<file path="src/rtl/riscv_ifu_pkg.sv">
// Shared types for the instruction-fetch interface: instruction word, NOP encoding
// and the response record carried through the responder pipeline and FIFO.
package riscv_ifu_pkg;

  localparam int XLEN = 32;
  localparam logic [XLEN-1:0] NOP_INSTR = 32'h00000013;

  typedef logic [XLEN-1:0] instr_t;

  typedef struct packed {
    instr_t instr;
    logic   error;
  } ifu_rsp_t;

endpackage

</file>
<file path="src/rtl/instr_mem_responder_sync_fifo.sv">
// Synchronous first-word fall-through FIFO with full/empty flags; a push into a
// full FIFO is honoured when a pop happens in the same cycle.
module sync_fifo #(
  parameter int WIDTH = 8,
  parameter int DEPTH = 4
) (
  input  logic             clock,
  input  logic             reset,
  input  logic             push,
  input  logic [WIDTH-1:0] push_data,
  input  logic             pop,
  output logic [WIDTH-1:0] pop_data,
  output logic             full,
  output logic             empty
);

  localparam int PW = $clog2(DEPTH);
  localparam int CW = PW + 1;

  logic [WIDTH-1:0] store [DEPTH];
  logic [PW-1:0]    wr_ptr;
  logic [PW-1:0]    rd_ptr;
  logic [CW-1:0]    count;
  logic             do_push;
  logic             do_pop;

  assign empty    = (count == '0);
  assign full     = (count == CW'(DEPTH));
  assign do_pop   = pop && !empty;
  assign do_push  = push && (!full || do_pop);
  assign pop_data = store[rd_ptr];

  // DEPTH is a power of two, so the pointers wrap by natural overflow.
  always_ff @(posedge clock) begin
    if (reset) begin
      wr_ptr <= '0;
      rd_ptr <= '0;
      count  <= '0;
    end else begin
      if (do_push) wr_ptr <= wr_ptr + 1'b1;
      if (do_pop)  rd_ptr <= rd_ptr + 1'b1;
      count <= count + CW'(do_push) - CW'(do_pop);
    end
  end

  always_ff @(posedge clock) begin
    if (do_push) store[wr_ptr] <= push_data;
  end

endmodule

</file>
<file path="src/rtl/instr_mem_responder.sv">
// Instruction memory responder: accepts fetch addresses, returns instruction words
// in order after a fixed pipeline latency; a side port loads program words.
module instr_mem_responder
  import riscv_ifu_pkg::*;
#(
  parameter int DEPTH_WORDS    = 64,
  parameter int LATENCY        = 2,
  parameter int RSP_FIFO_DEPTH = 4
) (
  input  logic                                clock,
  input  logic                                reset,
  input  logic                                req_valid,
  output logic                                req_ready,
  input  logic [XLEN-1:0]                     req_addr,
  output logic                                rsp_valid,
  input  logic                                rsp_ready,
  output logic [XLEN-1:0]                     rsp_instr,
  output logic                                rsp_error,
  input  logic                                load_en,
  input  logic [XLEN-1:0]                     load_addr,
  input  logic [XLEN-1:0]                     load_data,
  output logic [$clog2(RSP_FIFO_DEPTH):0]     outstanding
);

  localparam int AW = $clog2(DEPTH_WORDS);
  localparam int CW = $clog2(RSP_FIFO_DEPTH) + 1;

  instr_t   mem [DEPTH_WORDS];
  logic     accept;
  logic     pop;
  logic     req_bad;
  logic     load_ok;
  logic     stg_valid [LATENCY];
  ifu_rsp_t stg_data  [LATENCY];
  logic     fifo_push;
  logic     fifo_full;
  logic     fifo_empty;
  ifu_rsp_t fifo_head;

  // Credit check counts pipeline plus FIFO, so a pipeline result always finds a slot.
  assign req_ready = !reset && !load_en && (outstanding < CW'(RSP_FIFO_DEPTH));
  assign accept    = req_valid && req_ready;

  assign req_bad = (req_addr[1:0] != 2'b00) || (req_addr[XLEN-1:AW+2] != '0);
  assign load_ok = load_en && (load_addr[1:0] == 2'b00) && (load_addr[XLEN-1:AW+2] == '0);

  always_ff @(posedge clock) begin
    if (load_ok) mem[load_addr[AW+1:2]] <= load_data;
  end

  always_ff @(posedge clock) begin
    if (reset) begin
      for (int i = 0; i < LATENCY; i++) stg_valid[i] <= 1'b0;
    end else begin
      stg_valid[0] <= accept;
      for (int i = 1; i < LATENCY; i++) stg_valid[i] <= stg_valid[i-1];
    end
  end

  // Stage 0 performs the memory read; bad addresses substitute a NOP.
  always_ff @(posedge clock) begin
    if (accept) begin
      if (req_bad) stg_data[0] <= '{instr: NOP_INSTR, error: 1'b1};
      else         stg_data[0] <= '{instr: mem[req_addr[AW+1:2]], error: 1'b0};
    end
    for (int i = 1; i < LATENCY; i++) stg_data[i] <= stg_data[i-1];
  end

  assign fifo_push = stg_valid[LATENCY-1] && (!fifo_full || pop);

  sync_fifo #(
    .WIDTH ($bits(ifu_rsp_t)),
    .DEPTH (RSP_FIFO_DEPTH)
  ) u_rsp_fifo (
    .clock     (clock),
    .reset     (reset),
    .push      (fifo_push),
    .push_data (stg_data[LATENCY-1]),
    .pop       (pop),
    .pop_data  (fifo_head),
    .full      (fifo_full),
    .empty     (fifo_empty)
  );

  assign rsp_valid = !fifo_empty;
  assign pop       = rsp_valid && rsp_ready;
  assign rsp_instr = rsp_valid ? fifo_head.instr : '0;
  assign rsp_error = rsp_valid ? fifo_head.error : 1'b0;

  always_ff @(posedge clock) begin
    if (reset) outstanding <= '0;
    else       outstanding <= outstanding + CW'(accept) - CW'(pop);
  end

endmodule
</file>
<file path="config.mk">
export PLATFORM = sky130hd
export DESIGN_NAME = instr_mem_responder
export DESIGN_NICKNAME = d
export VERILOG_FILES = /design/src/rtl/riscv_ifu_pkg.sv /design/src/rtl/instr_mem_responder_sync_fifo.sv /design/src/rtl/instr_mem_responder.sv
export SDC_FILE = /design/constraint.sdc
export NUM_CORES = 2
export LEC_CHECK = 0
export BUFFER_PORTS_ARGS = -buffer_cell sky130_fd_sc_hd__buf_2
export CELL_PAD_IN_SITES_DETAIL_PLACEMENT = 0
export CELL_PAD_IN_SITES_GLOBAL_PLACEMENT = 1
export CORE_MARGIN = 2
export CORE_UTILIZATION = 56
export DETAILED_ROUTE_END_ITERATION = 12
export PLACE_DENSITY_LB_ADDON = 0.1
export SYNTH_ARGS = -nofsm -noshare
export SYNTH_HDL_FRONTEND = slang
export SYNTH_SLANG_ARGS = --single-unit
</file>
<file path="constraint.sdc">
create_clock -name clock -period 4.2 [get_ports clock]
set_input_delay 0.21 -clock clock [delete_from_list [all_inputs] [get_ports clock]]
set_output_delay 0.21 -clock clock [all_outputs]
set_load 0.02 [all_outputs]
</file>
==> impl_results.md <==
* Synth cell types at 57
* Global route total overflow at 0
* Worst vdd ir at just over 400 uV
* Die H at 396 um
* Die area at ~0.16 mm^2
* Die X at between 300 and 400 um
* Post-route clock skew at roughly 0.025 ns
* DR WL/cell at between 30 and 40 um
* Placed cells at between 5000 and 6000
* Reg2Reg Depth at 7
* Post-CTS Setup Repair Bufs at 0
* Largest net degree at the start of global routing at 91
* Relative slew slack at -5.03%
* ANT nets after route at 0
* Number of fillers in the final layout at 9943
* Syn_nets at about 3900
* DR vias at approximately 42000
* Clk buf depth at 3
* Core ar. at 0.152 mm^2
* Share of synthesized registers carrying an async set or reset at 0%
* CTS root buf: clkbuf_16
* Layout cells sized above 1 at 30.9%
* Adder-Cell Fraction of Synth Area at less than 1%
* Mux cell area share after synthesis at ~16%
* CTS Hold Bufs at 7
* Gr usage total at between 20 and 30%
* Final wirelength at about 230000 um
* Area delta synth->final at 14.1%
* Starting density of the core at between 50% and 60%
* Final Hold Viols at 0
* Final core occ at around 64%
* Slew Limit Fails at 1
* TritonCTS clock tree: done
* Placed Area at ~0.091 mm^2
* WHS Path Cells at 2
* Clock slew at reported path FFs at around 0.060 ns
* Power per cell area at roughly 490 mW/mm^2
* Synth Area in XOR/XNOR at 0.0713%
* Largest cells by area after synthesis: edfxtp_1 (77%), mux4_2 (15%), mux2i_1 (1.2%)
* CP Capture Type: register
* I/O Buffers at about 140
* Setup WS pre-CTS at 0.444 ns
* Number of enable flip-flop cells after synthesis at 2213
* PostCTS Resize Cnt at 0
* Worst-path fanout max at 19
* Failing checks: max-slew violations
* First-pass GRT wire length at 320000 um
* Unrepaired setup endpoints after global routing: false
* # DRC at 0
* Final non-filler cell total at between 6000 and 7000
* Finished Cell Area at 0.0981 mm^2
* Leakage power at roughly 31 nW
* Initial antenna violation count at 12
* Crit start category: register
* Gate count of the mapped netlist at about 3700
* # clock sinks at 2260
* Initial DRC count at roughly 5600
* Final GP Congestion at 0.865
* Worst-Skew Late Latency at ~0.85 ns
* Synth warnings at 0
* CTS H-Tree Depth at 4
* Status: finished with violations
* Critical path class: register to register
* Top_reg_cell synth: edfxtp_1
* Synth area leader: edfxtp_1
* Max-cap viol count at 0
* Mapped Area at about 0.086 mm^2
* Seq cells post-synth at 2260
* Io pins at 139
* Min Tclk post-route at 3.47 ns
* WHS at 0.0404 ns
* Synth Area in Compound Gates at between 1.5 and 2%
* Drt pass-1 iters at 6
* Final worst slack at about 0.73 ns
* Vias in the first global route at 42743
* Fmax at slightly below 0.3 GHz
* Most common library cells after synthesis: edfxtp_1 (2213), mux4_2 (562), nor2_1 (110), mux2i_1 (107), nand2_1 (103)
* Final nets at ~4300
* HP Class: input pin to register
* TritonCTS buffer count at around 220
* Synth Area in Simple Gates at 2.01%
* Detailed placer's ending HPWL at between 100000 and 150000 um
* Routed vias/inst at approximately 6.6
* Synth top area share at between 70% and 80%
* Worst-Margin Slew at 1.58 ns
* Syn Area/Cell at roughly 23 um^2
* Worst Path Required at 4.92 ns
* Power, Total at around 48 mW
* Row count at 143
* Period utilization at between 80 and 90%
* Critical path arrival at between 4 and 5 ns
* Final Setup Violations at 0
* Count leader, synth: edfxtp_1
* Main combinational cell family by area after synthesis: multiplexers
* Register area share after synthesis at between 70 and 80%
* Total negative slack at 0 ns
critical path: stages, from the launching register on:
cell and delay [ns]:
dfxtp_1 0.33, nor3_1 0.23, nand2_1 0.29, clkinv_1 0.18, buf_4 0.47, nand4_1 0.76, o22ai_1 0.88, a41o_1 0.17
kinds of logic (layout without fill, tap and decap cells):
family / count (synthesis) / after routing
buffers and inverters: 213 / 805
xor gates and xnor gates: 7 / 7
muxes: 687 / 687
DFF: 2260 / 2260
AOI/OAI and AO/OA: 204 / 204
other: 0 / 8
adders and majority gates: 10 / 10
and+or+nand+nor: 367 / 367
state kept, by name, summed over array words and instances (netlist names), named ones only:
name               cells
stg_valid              2
outstanding            3
mem                 2048
u_rsp_fifo.count       3
u_rsp_fifo.wr_ptr      2
u_rsp_fifo.store     132
u_rsp_fifo.rd_ptr      2
stg_data              66
cells in the final DEF, fill, tap and decap left out, types with 48 or more instances in the layout:
| cell | synthesis | layout |
|---|---|---|
| buf_4 | 34 | 176 |
| buf_2 | 43 | 137 |
| edfxtp_1 | 2213 | 2213 |
| clkinv_1 | 1 | 49 |
| clkinv_2 | 0 | 48 |
| clkbuf_16 | 0 | 223 |
| nand2_1 | 103 | 103 |
| nor2_4 | 0 | 64 |
| mux4_2 | 562 | 562 |
| mux2i_1 | 107 | 107 |
worst paths after layout:
check / slack, ns / endpoint / from
max: 0.73 / stg_data[0][6] / outstanding[2]
min: 0.04 / mem[32][3] / load_data[3]
max reg2reg: 0.73 / stg_data[0][6] / outstanding[2]
min reg2reg: 0.34 / stg_data[0][44] / stg_data[0][11]
layout make-up:
| class | count | area [um^2] | share of cell area, % |
|---|---|---|---|
| Sequential cell | 2260 | 67400 | 68.7 |
| Multi-Input combinational cell | 1275 | 17800 | 18.2 |
| Clock buffer | 279 | 5910 | 6.02 |
| Timing Repair Buffer | 368 | 3020 | 3.08 |
| Tap cell | 2030 | 2540 | 2.59 |
| Clock inverter | 139 | 1340 | 1.37 |
| Inverter | 19 | 73.8 | 0.0752 |
| Antenna cell | 8 | 20.0 | 0.0204 |
per-layer routing:
layer	GRT usage, %	routed length [um]	vias up
met5	0	20	-
met1	40.6	85500	22514
met2	47.6	112000	2247
met3	5.66	21000	357
met4	9.55	7530	4
li1	-	-	16733
power by group:
part | total (mW) | switching (mW) | internal (mW)
clock | 19.7 | 8.37 | 11.3
sequential | 24.9 | 0.0736 | 24.8
combinational | 3.12 | 1.90 | 1.22
total | 47.7 | 10.3 | 37.3
(Power assumes the default switching activity.)
